===== config.mk =====
export PLATFORM = sky130hd
export DESIGN_NAME = vga_rx_monitor
export DESIGN_NICKNAME = d
export VERILOG_FILES = /design/src/rtl/vga_rx_monitor_pkg.sv /design/src/rtl/vga_sync_edge.sv /design/src/rtl/vga_rx_monitor.sv
export SDC_FILE = /design/constraint.sdc
export NUM_CORES = 1
export LEC_CHECK = 0
export CORE_MARGIN = 1.5
export CORE_UTILIZATION = 30
export CTS_CLUSTER_SIZE = 10
export DETAILED_ROUTE_END_ITERATION = 8
export MAX_ROUTING_LAYER = met4
export PLACE_DENSITY_LB_ADDON = 0.3
export RECOVER_POWER = 50
export SETUP_SLACK_MARGIN = 0.4
export SLEW_MARGIN = 20
export SYNTH_ARGS = -nofsm -noshare
export SYNTH_HDL_FRONTEND = slang
export SYNTH_SLANG_ARGS = --single-unit

===== constraint.sdc =====
create_clock -name clk -period 4.9 [get_ports clk]
set_input_delay 0.98 -clock clk [delete_from_list [all_inputs] [get_ports clk]]
set_output_delay 0.98 -clock clk [all_outputs]
set_load 0.05 [all_outputs]

===== src/rtl/vga_rx_monitor_pkg.sv =====
// rtl/vga_rx_monitor_pkg.sv - VGA PMOD pin map, 640x480 timing constants, monitor FSM states
package vga_rx_monitor_pkg;

  localparam int HS_BIT = 7;
  localparam int B0_BIT = 6;
  localparam int G0_BIT = 5;
  localparam int R0_BIT = 4;
  localparam int VS_BIT = 3;
  localparam int B1_BIT = 2;
  localparam int G1_BIT = 1;
  localparam int R1_BIT = 0;

  localparam int H_ACTIVE_640 = 640;
  localparam int V_ACTIVE_480 = 480;
  localparam int H_TOTAL_800  = 800;
  localparam int V_TOTAL_525  = 525;

  localparam logic [9:0] CNT_MAX = 10'h3ff;

  typedef enum logic [1:0] {
    ST_SEARCH = 2'd0,
    ST_ALIGN  = 2'd1,
    ST_LOCKED = 2'd2
  } mon_state_t;

  function automatic logic [9:0] sat_inc(input logic [9:0] v);
    return (v == CNT_MAX) ? v : v + 10'd1;
  endfunction

endpackage


===== src/rtl/vga_sync_edge.sv =====
// rtl/vga_sync_edge.sv - registers one sync/enable pin and flags its leading and trailing edges
module vga_sync_edge #(
  parameter bit ACTIVE_LOW = 1'b0
) (
  input  logic clk,
  input  logic rst_n,
  input  logic sig,
  output logic active,
  output logic lead,
  output logic trail
);

  logic act_q;

  assign active = sig ^ ACTIVE_LOW;
  assign lead   = active & ~act_q;
  assign trail  = ~active & act_q;

  always_ff @(posedge clk) begin
    if (!rst_n) act_q <= 1'b0;
    else        act_q <= active;
  end

endmodule


===== src/rtl/vga_rx_monitor.sv =====
// rtl/vga_rx_monitor.sv - VGA PMOD receiver: coordinate recovery, timing lock and colour probe
module vga_rx_monitor
  import vga_rx_monitor_pkg::*;
#(
  parameter int H_ACTIVE = H_ACTIVE_640,
  parameter int V_ACTIVE = V_ACTIVE_480,
  parameter int H_TOTAL  = H_TOTAL_800,
  parameter int V_TOTAL  = V_TOTAL_525,
  parameter bit SYNC_NEG = 1'b1
) (
  input  logic       clk,
  input  logic       rst_n,
  input  logic [7:0] vga_pins,
  input  logic       de,
  input  logic [9:0] probe_x,
  input  logic [9:0] probe_y,
  output logic [9:0] x,
  output logic [9:0] y,
  output logic       pix_valid,
  output logic [5:0] rgb,
  output logic       locked,
  output logic       frame_done,
  output logic [5:0] probe_rgb,
  output logic       probe_hit,
  output logic       timing_err
);

  localparam logic [9:0] H_ACT_L = 10'(H_ACTIVE);
  localparam logic [9:0] V_ACT_L = 10'(V_ACTIVE);
  localparam logic [9:0] H_TOT_L = 10'(H_TOTAL);
  localparam logic [9:0] V_TOT_L = 10'(V_TOTAL);

  logic hs_act, hs_lead, hs_trail;
  logic vs_act, vs_lead, vs_trail;
  logic de_act, de_rise, de_fall;
  logic unused_edges;

  vga_sync_edge #(.ACTIVE_LOW(SYNC_NEG)) u_hs (
    .clk(clk), .rst_n(rst_n), .sig(vga_pins[HS_BIT]),
    .active(hs_act), .lead(hs_lead), .trail(hs_trail));

  vga_sync_edge #(.ACTIVE_LOW(SYNC_NEG)) u_vs (
    .clk(clk), .rst_n(rst_n), .sig(vga_pins[VS_BIT]),
    .active(vs_act), .lead(vs_lead), .trail(vs_trail));

  vga_sync_edge #(.ACTIVE_LOW(1'b0)) u_de (
    .clk(clk), .rst_n(rst_n), .sig(de),
    .active(de_act), .lead(de_rise), .trail(de_fall));

  assign unused_edges = ^{hs_act, hs_trail, vs_trail};

  logic [9:0] hcnt, lcnt, pcnt;
  logic [9:0] probe_x_l, probe_y_l;
  logic [9:0] y_upd, l_upd;
  logic [5:0] rgb_in;
  logic       fail, fail_flag, probe_match;
  mon_state_t state;

  assign rgb_in = {vga_pins[R1_BIT], vga_pins[R0_BIT], vga_pins[G1_BIT],
                   vga_pins[G0_BIT], vga_pins[B1_BIT], vga_pins[B0_BIT]};

  // Line bookkeeping lands before the frame check when hsync and vsync lead together.
  assign y_upd = de_fall ? sat_inc(y) : y;
  assign l_upd = hs_lead ? sat_inc(lcnt) : lcnt;

  assign fail = (de_fall && pcnt != H_ACT_L)
              || (hs_lead && hcnt != H_TOT_L)
              || (vs_act && de_act)
              || (vs_lead && (y_upd != V_ACT_L || l_upd != V_TOT_L));

  assign probe_match = pix_valid && (x == probe_x_l) && (y == probe_y_l);

  always_ff @(posedge clk) begin
    if (!rst_n) begin
      x          <= '0;
      y          <= '0;
      pix_valid  <= 1'b0;
      rgb        <= '0;
      locked     <= 1'b0;
      frame_done <= 1'b0;
      probe_rgb  <= '0;
      probe_hit  <= 1'b0;
      timing_err <= 1'b0;
      hcnt       <= '0;
      lcnt       <= '0;
      pcnt       <= '0;
      probe_x_l  <= '0;
      probe_y_l  <= '0;
      fail_flag  <= 1'b0;
      state      <= ST_SEARCH;
    end else begin
      pix_valid <= de_act;
      rgb       <= rgb_in;
      if (de_rise)     x <= '0;
      else if (de_act) x <= sat_inc(x);
      y    <= vs_lead ? '0 : y_upd;
      lcnt <= vs_lead ? '0 : l_upd;
      hcnt <= hs_lead ? 10'd1 : sat_inc(hcnt);
      pcnt <= hs_lead ? {9'd0, de_act} : (de_act ? sat_inc(pcnt) : pcnt);
      if (vs_lead) begin
        probe_x_l <= probe_x;
        probe_y_l <= probe_y;
      end
      probe_hit <= probe_match;
      if (probe_match) probe_rgb <= rgb;
      frame_done <= (state == ST_LOCKED) && vs_lead;
      timing_err <= (state == ST_LOCKED) && fail;

      case (state)
        ST_SEARCH: begin
          if (vs_lead) begin
            state     <= ST_ALIGN;
            fail_flag <= 1'b0;
          end
        end
        ST_ALIGN: begin
          if (vs_lead) begin
            fail_flag <= 1'b0;
            if (!(fail_flag || fail)) begin
              state  <= ST_LOCKED;
              locked <= 1'b1;
            end
          end else begin
            fail_flag <= fail_flag | fail;
          end
        end
        ST_LOCKED: begin
          if (fail) begin
            state  <= ST_SEARCH;
            locked <= 1'b0;
          end
        end
        default: begin
          state  <= ST_SEARCH;
          locked <= 1'b0;
        end
      endcase
    end
  end

endmodule

==> results.md <==
| Stage | Quantity | Reported |
|:---|:---|:---|
| critical path | Kind of end point of the critical path | flip-flop |
| critical path | Number of cells on the worst reg-to-reg path | 6 |
| placement | HPWL after detailed placement | 7149 µm |
| clock network | TritonCTS clock tree | built |
| clock network | Buffers inserted by post-CTS timing repair | 0 |
| synth | Syn Std Cell Area | 4280 µm² |
| clock network | Count of H-tree levels built during CTS | 3 |
| die | Area of the placeable core | 13880 µm² |
| cells and area | Commonest cells after routing, fill and taps aside | 92 x sky130_fd_sc_hd__dfxtp_1, 51 x sky130_fd_sc_hd__clkdlybuf4s50_1, 50 x sky130_fd_sc_hd__nor2_1, 31 x sky130_fd_sc_hd__xor2_1, 27 x sky130_fd_sc_hd__nand2_1 |
| power | Peak supply drop | 191.6 µV |
| cells and area | Most frequent standard cell in the layout excluding fill and tap cells | sky130_fd_sc_hd__dfxtp_1 |
| synth | Dominant synthesized flop cell | sky130_fd_sc_hd__dfxtp_1 |
| timing | Least-Margin Pin Slew | 1315 ps |
| timing | Crit share post-route | 71.54% |
| min path | Instance count along the most critical hold path | 2 |
| die | Initial standard-cell utilization of the core | 30.84% |
| clock network | CTS root buffer | sky130_fd_sc_hd__clkbuf_16 |
| cells and area | Net count reported at finish | 568 |
| timing | Fmax achieved | 0.2853 GHz |
| timing | Least setup slack across all paths after layout | 1394 ps |
| critical path | Start point of the critical path | rst_n |
| clock network | # clock sinks | 92 |
| synth | Combinational family with the most area after synthesis | simple AND/OR/NAND/NOR gates |
| critical path | Crit path kind | in -> reg |
| critical path | Setup crit start kind | input pin |
| global routing | Global router's overall resource usage | 14.30% |
| synth | Synth Register Bits | 92 |
| cells and area | Post-synthesis to final-layout area growth | 25.28% |
| detailed routing | Via density per instance | 4.867 |
| timing | Worst hold slack | 477.1 ps |
| die | Chip height | 122.5 µm |
| synth | Register area share after synthesis | 43.03% |
| critical path | Register-to-register setup slack | 2120 ps |
| die | Total die area | 14990 µm² |
| synth | Compound-Gate Fraction of Synth Area | 13.21% |
| timing | Time the worst path needs with I/O delays and setup | 3506 ps |
| critical path | Slowest stage cell, crit path | sky130_fd_sc_hd__and2_0 |
| detailed routing | Post-route ant nets | 0 |
| synth | Count of warnings emitted by yosys | 0 |
| clock network | Number of gates given a new drive strength after cts | 0 |
| cells and area | Ratio of cells with drive above 1 in the final layout | 5.816% |
| min path | Min-Delay Endpoint | pcnt[1]$_SDFFE_PP0P_ |
| synth | Basic-gate share of the synthesized area counting and, or, nand and nor cells | 25.64% |
| die | IO Count | 68 |
| timing | Headroom to the max-slew limit | 12.31% |
| critical path | Req. time, crit path | 5190 ps |
| global routing | Total congestion overflow | 0 |
| die | Width of the die | 122.5 µm |
| detailed routing | Routed wirelength normalized by instance count | 13.91 µm |
| placement | Standard cell area after detailed placement | 5114 µm² |
| power | Power Density | 287.7 nW/µm² |
| detailed routing | Via count | 3470 |
| cells and area | Cell area after layout | 5363 µm² |
| status | Status | completed |
| synth | Fraction of synthesized area in multiplexers | 4.326% |
| cells and area | Antenna cell count | 0 |
| timing | Setup repair after global routing missed its margin | false |
| cells and area | Util after Layout | 38.63% |
| detailed routing | Total routed wirelength | 9916 µm |
| critical path | Highest net fanout along the worst path | 27 |
| min path | Worst Min Path Start | pcnt[1]$_SDFFE_PP0P_ |
| placement | Setup slack at placement | 1194 ps |
| die | Placement row count | 43 |
| critical path | Worst R2R Start | y[2]$_SDFF_PP0_ |
| synth | FFs w/ async S/R, synth | 0% |
| global routing | Antenna violations before repair | 0 |
| placement | IO buf count | 67 |
| synth | Instance count of the mapped netlist | 467 |
| clock network | Clock input transition at the sequential cells of the worst setup and hold paths | 70 ps |
| critical path | Worst endpoint data arrival time | 3790 ps |
| critical path | Number of buffers and inverters on the critical path | 3 |
| timing | Number of hold violations in the final report | 0 |
| global routing | First-pass GRT wire length | 16340 µm |
| detailed routing | Violation count after the first detailed-routing iteration | 174 |
| clock network | Number of buffers added by the clock tree synthesis step | 9 |
| timing | Count of final max-slew check failures | 0 |
| detailed routing | Total DRC errors in the routed layout | 0 |
| timing | Final Skew | 9.710 ps |
| synth | Number of enable flip-flop cells after synthesis | 0 |
| critical path | Endpoint of the lowest-slack register-to-register path | probe_rgb[5]$_SDFFE_PN0P_ |
| clock network | Hold Buf Count CTS | 0 |
| global routing | Number of global-route vias before repair | 3380 |
| power | Leakage | 2.034 nW |
| critical path | Largest stage delay on the critical path | 1110 ps |
| placement | Final GP Congestion | 0.7871 |
| clock network | Max Buffers Root-to-Sink | 2 |
| min path | Type of the most critical hold path | reg -> reg |
| critical path | Worst-path cell chain | dlygate4sd3_1, clkbuf_1, and2_0, buf_4, a22o_1 |
| timing | Total setup violations reported at the end of the flow | 0 |
| synth | Synthesized-area fraction occupied by adder cells | 2.046% |
| timing | Post-Route Setup TNS | 0 ps |
| detailed routing | Router iterations before antenna repair | 4 |
| synth | Count of distinct cell types in the synthesized netlist | 61 |
| synth | Syn Area/Cell | 9.166 µm² |
| critical path | Cell type group with the largest total delay on the critical path | buffers and inverters |
| critical path | Count of cell instances traversed by the critical path | 5 |
| global routing | Pin count of the biggest net entering global routing | 28 |
| synth | Xor/xnor cell area share of the yosys netlist | 8.799% |
| clock network | Clk Latency, worst-skew pair | 350 ps |
| job | Max-Cap Viols | 0 |
| synth | Net count after synthesis | 505 |
## registers in the layout, summed over array words and instances (netlist names), 2 cells and up
signal	cells
hcnt	10
lcnt	10
pcnt	10
probe_rgb	6
probe_x_l	10
probe_y_l	10
rgb	6
state	2
x	10
y	10
## through the flow
step / std cells / total power (W)
2_1_floorplan: 467 / 0.0008804
3_3_place_gp: 699 / 0.0009324
3_5_place_dp: 699 / 0.0009344
4_1_cts: 713 / 0.001562
5_1_grt: 713 / 0.001605
6_report: 713 / 0.001543
## worst max-delay path by stage
stage | endpoint | slack (ps)
3_5_place_dp | state[0]$_SDFFE_PN0P_ | 1190
5_1_grt | y[4]$_SDFF_PP0_ | 1220
4_1_cts | state[0]$_SDFFE_PN0P_ | 1550
2_1_floorplan | state[0]$_SDFFE_PN0P_ | 2060
3_3_place_gp | state[0]$_SDFFE_PN0P_ | 1260
6_report | probe_x_l[4]$_SDFFE_PN0P_ | 1390
## metal layers
layer	vias to the layer above	track usage (%)	wire length [µm]
met2	60	21.89	4558
met4	0	4.578	117
met1	1619	18.36	4862
met3	10	3.810	377
li1	1781	-	-
met5	-	-	0
## cells in the mapped netlist (13+ instances only)
cell type,instances,area share [%]
sky130_fd_sc_hd__dfxtp_1,92,43
sky130_fd_sc_hd__nor2_1,50,4.4
sky130_fd_sc_hd__xor2_1,31,6.3
sky130_fd_sc_hd__nand2_1,27,2.4
sky130_fd_sc_hd__a22o_1,20,4.1
sky130_fd_sc_hd__nand3_1,20,2.3
sky130_fd_sc_hd__and2_1,19,2.8
sky130_fd_sc_hd__a21oi_1,16,1.9
sky130_fd_sc_hd__nand4_1,15,2.2
sky130_fd_sc_hd__mux2i_1,14,3.3
sky130_fd_sc_hd__nor3_1,14,1.6
sky130_fd_sc_hd__o21ai_0,14,1.6
sky130_fd_sc_hd__clkbuf_1,13,1.1
## power breakdown
part           switching (W)  internal [W]  total (W)
clock network       0.000278      0.000349   0.000628
registers          0.0000174      0.000768   0.000785
logic              0.0000691     0.0000609   0.000130
total               0.000365       0.00118    0.00154
## final cells by class
class	instances	area (µm²)
inverter	11	41.29
timing repair buffer	70	689.4
multi-input combinational	346	2307
clock inverter	3	15.01
clock buffer	11	242.7
fill	1400	8518
sequential	92	1842
tap	180	225.2
## logic make-up after synthesis
family / count (synthesis)
mux: 18
simple gates: 200
xor+xnor: 43
compound gates: 78
fa+ha+maj: 7
flops: 92
buf+inv: 29
## worst min-delay path, cell delays in order (launching register included)
cell and delay, ps:
sky130_fd_sc_hd__dfxtp_1 320, sky130_fd_sc_hd__nand2_1 60, sky130_fd_sc_hd__a21oi_1 50
Power figures use the tool's default switching activity.
